### src/rtl/frame_write_controller.sv
// Frame-buffer write sequencer: turns the registered pixel stream into addressed buffer writes.
// Optional `ROTATE_90_EN selects clockwise 90-degree rotated addressing instead of linear.
module frame_write_controller #(
    parameter int IMG_W  = 512,
    parameter int IMG_H  = 512,
    parameter int ADDR_W = 18
) (
    input  logic              Clk_in,
    input  logic              Rst_n,
    input  logic              pixel_ready,
    input  logic              pixel_valid,
    input  logic              line_end,
    input  logic [23:0]       pixel_data,
    output logic              wr_en,
    output logic [ADDR_W-1:0] wr_addr,
    output logic [23:0]       wr_data,
    output logic              frame_done,
    output logic              busy,
    output logic              err_len
);

    localparam int COL_W = $clog2(IMG_W + 1);
    localparam int ROW_W = $clog2(IMG_H);
    localparam logic [COL_W-1:0] COL_FULL = COL_W'(IMG_W);
    localparam logic [COL_W:0]   ROW_LEN  = (COL_W + 1)'(IMG_W);
    localparam logic [ROW_W-1:0] ROW_LAST = ROW_W'(IMG_H - 1);

    typedef enum logic [1:0] {S_IDLE, S_WRITE, S_DONE} state_t;

    state_t            r_state;
    state_t            w_state_nxt;
    logic [ROW_W-1:0]  r_row;
    logic [COL_W-1:0]  r_col;
    logic              w_in_frame;
    logic              w_accept;
    logic              w_last_line;
    logic [COL_W:0]    w_row_cnt;
    logic [ADDR_W-1:0] w_addr;

    // pixel_ready restarts from any state, so it overrides normal in-frame handling
    assign w_in_frame  = (r_state == S_WRITE) && !pixel_ready;
    assign w_accept    = pixel_valid && (pixel_ready || (w_in_frame && (r_col < COL_FULL)));
    assign w_last_line = w_in_frame && line_end && (r_row == ROW_LAST);
    assign w_row_cnt   = {1'b0, r_col} + {{COL_W{1'b0}}, pixel_valid};

`ifdef ROTATE_90_EN
    localparam logic [ADDR_W-1:0] A_STEP  = ADDR_W'(IMG_H);
    localparam logic [ADDR_W-1:0] A_FIRST = ADDR_W'(IMG_H - 1);

    logic [ADDR_W-1:0] r_line_start;
    logic [ADDR_W-1:0] r_acc;

    assign w_addr = pixel_ready ? A_FIRST : r_acc;

    // r_line_start tracks IMG_H-1-row; r_acc walks down the output column by IMG_H per pixel
    always_ff @(posedge Clk_in or negedge Rst_n) begin
        if (!Rst_n) begin
            r_line_start <= '0;
            r_acc        <= '0;
        end else if (pixel_ready) begin
            r_line_start <= A_FIRST;
            r_acc        <= pixel_valid ? (A_FIRST + A_STEP) : A_FIRST;
        end else if (w_in_frame) begin
            if (line_end) begin
                r_line_start <= r_line_start - ADDR_W'(1);
                r_acc        <= r_line_start - ADDR_W'(1);
            end else if (w_accept) begin
                r_acc <= r_acc + A_STEP;
            end
        end
    end
`else
    localparam logic [ADDR_W-1:0] A_STEP = ADDR_W'(IMG_W);

    logic [ADDR_W-1:0] r_row_base;

    assign w_addr = pixel_ready ? '0 : (r_row_base + ADDR_W'(r_col));

    always_ff @(posedge Clk_in or negedge Rst_n) begin
        if (!Rst_n) begin
            r_row_base <= '0;
        end else if (pixel_ready) begin
            r_row_base <= '0;
        end else if (w_in_frame && line_end) begin
            r_row_base <= r_row_base + A_STEP;
        end
    end
`endif

    always_ff @(posedge Clk_in or negedge Rst_n) begin
        if (!Rst_n) begin
            r_state <= S_IDLE;
        end else begin
            r_state <= w_state_nxt;
        end
    end

    always_comb begin
        w_state_nxt = r_state;
        frame_done  = 1'b0;
        busy        = 1'b0;
        case (r_state)
            S_IDLE: begin
                if (pixel_ready) w_state_nxt = S_WRITE;
            end
            S_WRITE: begin
                busy = 1'b1;
                if (w_last_line) w_state_nxt = S_DONE;
            end
            S_DONE: begin
                busy        = 1'b1;
                frame_done  = 1'b1;
                w_state_nxt = pixel_ready ? S_WRITE : S_IDLE;
            end
            default: w_state_nxt = S_IDLE;
        endcase
    end

    always_ff @(posedge Clk_in or negedge Rst_n) begin
        if (!Rst_n) begin
            wr_en   <= 1'b0;
            wr_addr <= '0;
            wr_data <= '0;
            r_row   <= '0;
            r_col   <= '0;
            err_len <= 1'b0;
        end else begin
            wr_en <= w_accept;
            if (w_accept) begin
                wr_addr <= w_addr;
                wr_data <= pixel_data;
            end
            if (pixel_ready) begin
                r_row   <= '0;
                r_col   <= pixel_valid ? COL_W'(1) : '0;
                err_len <= 1'b0;
            end else if (w_in_frame) begin
                if (line_end) begin
                    r_col <= '0;
                    r_row <= w_last_line ? '0 : (r_row + ROW_W'(1));
                    if (w_row_cnt != ROW_LEN) err_len <= 1'b1;
                end else if (pixel_valid) begin
                    if (r_col < COL_FULL) r_col <= r_col + COL_W'(1);
                    else                  err_len <= 1'b1;
                end
            end
        end
    end

endmodule

### config.mk
export PLATFORM = sky130hd
export DESIGN_NAME = frame_write_controller
export DESIGN_NICKNAME = d
export VERILOG_FILES = /design/src/rtl/frame_write_controller.sv
export SDC_FILE = /design/constraint.sdc
export NUM_CORES = 1
export LEC_CHECK = 0
export BUFFER_PORTS_ARGS = -buffer_cell sky130_fd_sc_hd__buf_2
export CAP_MARGIN = 20
export CORE_AREA = 3 3 90 92
export DETAILED_ROUTE_END_ITERATION = 10
export DIE_AREA = 0 0 93 95
export PLACE_DENSITY = 0.8
export SYNTH_ARGS = -nofsm -noshare
export SYNTH_HDL_FRONTEND = slang
export SYNTH_SLANG_ARGS = --single-unit
### constraint.sdc
create_clock -name Clk_in -period 2.2 [get_ports Clk_in]
set_input_delay 0.11 -clock Clk_in [delete_from_list [all_inputs] [get_ports Clk_in]]
set_output_delay 0.11 -clock Clk_in [all_outputs]
set_load 0.01 [all_outputs]
# --- Word level (Yosys, flattened, before mapping) ---
# Cells that the tools add are included.
word_totals:
  register_bits: 83
op_classes:
  addsub: 5
  magnitude_cmp: 1
  n_eq_ne: 8
  muxes: 25
  reduce_logical: 18
op_table:
  columns: ["op", "n"]
  rows:
  - ["$mux 18", 3]
  - ["$mux 10", 5]
  - ["$mux 9", 4]
  - ["$add 18x10->18", 1]
  - ["$add 18x10->18 const B", 1]
  - ["$add 10x1->11", 1]
  - ["$ne 11x10->1 const B", 1]
  - ["$add 10x1->10 const B", 1]
  - ["$lt 10x10->1 const B", 1]
  - ["$mux 1", 10]
  - ["$add 9x1->9 const B", 1]
  - ["$eq 9x9->1 const B", 1]
  - ["$pmux 2 s3", 1]
  - ["$reduce_bool 2->1", 3]
  - ["$reduce_bool 3->1", 2]
  - ["$logic_and 1x1->1", 5]
  - ["$mux 2", 2]
  - ["$ne 2x2->1 const B", 2]
  - ["$reduce_and 2->1", 2]
  - ["$reduce_and 4->1", 1]
  - ["$ne 3x2->1 const B", 1]
  - ["$ne 3x3->1 const B", 1]
  - ["$reduce_and 3->1", 1]
  - ["$eq 2x1->1 const B", 1]
  - ["other kinds (5)", 5]

# --- Longest topological paths before layout ---
logic_depth:
  depth_word: 8
  depth_mapped: 10

# --- Worst setup path after synthesis ---
# Ideal clock, no wire load.
synth_timing:
  kind: "register -> register"
  from: "reg r_row[0]"
  to: "reg r_row[7]"
  t_arrival_ps: 2106
  required_ps: 2117
  slack_ps: 11
  path_stages_with_launch: 11
  path_buffers: 1
  period_less_slack_ps: 2189
  path_cell_list: "dfrtp_1 -> ha_1 -> and3_1 -> and3_1 -> and3_1 -> ha_1 -> or3_1 -> clkbuf_1 -> a31oi_1 -> o21ai_0 -> o21ai_0"
synth_between:
  elab_chain_cells: 6
synth_lines:
  columns: ["element", "line", "text"]
  rows:
  - ["start: declaration", "32", "logic [ROW_W-1:0] r_row;"]
  - ["start signal: assignment", "140", "r_row <= w_last_line ? '0 : (r_row + ROW_W'(1));"]
  - ["parallel branches: the longest is 2 deep, another holds $add 9x1->9", null, null]
  - ["$mux 9 (*)", "140", null]
  - ["$mux 9 (*)", "138", "if (line_end) begin"]
  - ["$mux 9 (*)", "137", "end else if (w_in_frame) begin"]
  - ["$mux 9 (*)", "133", "if (pixel_ready) begin"]
# Mark *: on every way between the ends. The select of a mux whose other input is x is not followed.
# A chain may end at the register's enable or synchronous reset.

# --- Worst setup path after layout ---
# Ends and elaborated chain as after synthesis.

==> impl_results.md <==
* LEAKAGE at 2.26 nW
* Layout cells sized above 1 at between 20% and 30%
* Dpl cell area at around 4000 um^2
* Asr flop ratio synth at 100%
* Worst R2R End: r_row[7]$_DFFE_PN0P_
* Post-DP HPWL at 5380 um
* Area grow syn2layout at 25.8%
* Rel. slew slack at 60.7%
* Clock latency on the worst-skew pair at ~0.36 ns
* Starting utilization of the core area at 48.9%
* Die H at 95 um
* Startpoint Class: register
* FF-to-FF Start: r_row[0]$_DFFE_PN0P_
* Maxcap violations at 0
* Post-route ant nets at 0
* Core ar. at 7290 um^2
* CP Data Arrival Time at 2.41 ns
* Status: completed
* Design area at 4480 um^2
* Slew Viols, Final at 0
* EDFF count, synth at 0
* Final setup violating endpoints at 0
* Worst-path fanout max at 7
* Total power at around 3.6 mW
* Cell variety after synth at 33
* Post-Syn Instances at 365
* Sequential fraction of the synthesis area at 52.0%
* Post-Route WL at 8350 um
* Syn_nets at 406
* Post-Syn Area at 3560 um^2
* Final Hold Fails at 0
* Worst r2r path cells at 9
* CTS root buffer: clkbuf_8
* RSZ-0062 raised after global routing: yes
* Pin count of the biggest net entering global routing at 28
* Ys flop type: dfrtp_1
* FILL cells at 558
* Top-area cell type share of the netlist area at 52.0%
* DR vias at 3015
* TritonCTS Buffers at 9
* 1st-iter DRT viols at 219
* H-tree depth at 3
* Drt pass-1 iters at 4
* Max Clock Freq at 471 MHz
* Die area at 8840 um^2
* Gpl congestion at 0.780
* Req. time, crit path at 2.49 ns
* Fin crit period at approximately 2.1 ns
* Number of global-route vias before repair at 2848
* P per Cell Area at 792 nW/um^2
* Total track usage at 20.0%
* Crit. End Element: register
* Clk sinks at 74
* Initial antenna violation count at 0
* Routed len/inst at 14.7 um
* Die W at 93 um
* Yosys reg bits at 74
* Synthesized area per cell at 9.76 um^2
* Hold EP: r_row_base[10]$_DFFE_PN0N_
* Setup Skew at around 0.015 ns
* Clock Pin Slew Worst Setup and Hold Paths at 0.08 ns
* Port bufs at 74
* Bufs on Longest Clock Path at 2
* DRC at 0
* Largest area contributor in the netlist: dfrtp_1
* Peak VDD IR at 321 uV
* Worst slew pin tran at 0.589 ns
* CTS tree: done
* # diodes at 0
* Worst Hold Launch: line_end
* Overflow after GRT at 0
* Final worst path period share at between 90% and 100%
* Row count at 31
* Hold Path Class: in2reg
* Number of vias per cell at 5.30
* NumNets Final at 506
* Ys Warns at 0
* Reg2reg setup slack at ~0.08 ns
* Hold path depth at 3
* First-pass GRT wire length at 14000 um
* Main area contributors after synthesis: dfrtp_1, nand2_1, a22o_1, xnor2_1, ha_1
* IO Count at 75
* Critical path class: reg2reg
[stage by stage]
step	hold WS [ns]	std cells	utilization (%)	setup WS, ns	TNS [ns]
after CTS	0.126	568	61.2	0.0300	0
after global routing	0.149	569	61.5	-0.0221	-0.0479
after detailed placement	0.124	527	55.1	-0.0960	-0.290
final	0.149	569	61.5	0.0780	0
after floorplan	-0.186	365	-	0.0115	0
after global placement	0.116	527	55.1	0.0274	0
[cells in the final DEF (no fill, tap or decap), types with 2 or more instances in the layout]
cell and count:
o21ai_0 11, inv_6 2, a21oi_1 10, xnor2_1 20, and3_1 10, clkinv_4 2, inv_1 7, nand4_1 5
dfrtp_1 74, a311oi_1 2, nor2_1 22, ha_2 2, clkbuf_8 10, nand2_1 94, a2111oi_4 2, a22o_1 20
a211oi_1 4, o21ai_1 5, and3_4 2, xor2_1 8, nor3_1 2, nand3_1 14, ha_1 10, buf_2 74
a31oi_1 7, clkinvlp_4 2, dlygate4sd3_1 25, buf_4 11, nor2b_1 3
[flip-flops by register name (all words and copies together) (netlist names)]
register,count
wr_addr,18
r_state,2
wr_data,24
r_col,10
r_row_base,9
wr_en,1
r_row,9
err_len,1
[Yosys cell counts (2+ instances only)]
library cell  count
nor2_1           22
ha_1             12
a22o_1           20
buf_4             5
and3_1           12
buf_2            12
nand3_1          14
o21ai_0          16
xor2_1            8
nand2_1          94
nand4_1           5
inv_1             7
nor2b_1           3
clkbuf_1          3
a311oi_1          2
a21oi_1          10
a211oi_1          4
xnor2_1          20
a2111oi_4         2
a31oi_1           7
dfrtp_1          74
nor3_1            2
[report_power, final]
group,leakage [nW],switching (mW),internal [mW]
clock,0.0895,0.535,0.451
sequential,0.985,0.133,1.53
combinational,1.18,0.550,0.349
total,2.26,1.22,2.33
[layer usage]
layer	share of wire [%]	up-vias	wire length, um	GRT usage, %
li1	-	1442	-	-
met3	7.1	11	592	4.70
met5	0	-	0	0
met1	45	1447	3770	26.6
met2	47	115	3890	32.3
met4	1.1	0	95	6.84
[worst max-delay path: stages, from the launching register on]
cell     delay [ns]
dfrtp_1        0.39
ha_2           0.20
and3_4         0.18
and3_4         0.18
and3_1         0.18
ha_2           0.18
or3_4          0.40
a31oi_1        0.18
o21ai_1        0.08
o21ai_1        0.09
[worst max path at each step]
stage | start | to | slack, ns
detailed placement | r_row[0]$_DFFE_PN0P_ | r_row[7]$_DFFE_PN0P_ | -0.1
finish | r_row[0]$_DFFE_PN0P_ | r_row[7]$_DFFE_PN0P_ | 0.08
CTS | r_row[0]$_DFFE_PN0P_ | r_row[7]$_DFFE_PN0P_ | 0.03
global placement | r_row[0]$_DFFE_PN0P_ | r_row[3]$_DFFE_PN0P_ | 0.03
floorplan | r_row[0]$_DFFE_PN0P_ | r_row[7]$_DFFE_PN0P_ | 0.01
global route | r_row[0]$_DFFE_PN0P_ | r_row[3]$_DFFE_PN0P_ | -0.02
[final cells by class]
type / instances / area, um^2 / area share [%]
inverters: 8 / 30.0 / 0.670
repair buffers: 110 / 703 / 15.7
multi-input cells: 262 / 1590 / 35.4
clock inverters: 6 / 50.0 / 1.12
clock buffers: 10 / 138 / 3.07
well taps: 99 / 124 / 2.76
flip-flops and latches: 74 / 1850 / 41.3
[cell families (layout without fill, tap and decap cells)]
logic type                 Yosys count  count (layout)  share of synthesized area, %
xor gates and xnor gates            28              28                          6.88
AOI/OAI and AO/OA                   64              64                          13.6
and+or+nand+nor                    158             158                          19.3
buffers and inverters               29             134                          4.04
adders and majority gates           12              12                          4.21
DFF                                 74              74                          52.0
[timing repair]
action,4_1_cts,5_1_grt
setup buffers,0,1
setup endpoints to repair,5,5
pin swaps,1,1
endpoints found under the hold margin,47,0
hold buffers,25,0
gates resized for setup,2,8
Note: power is estimated with default switching activity, not from simulation.
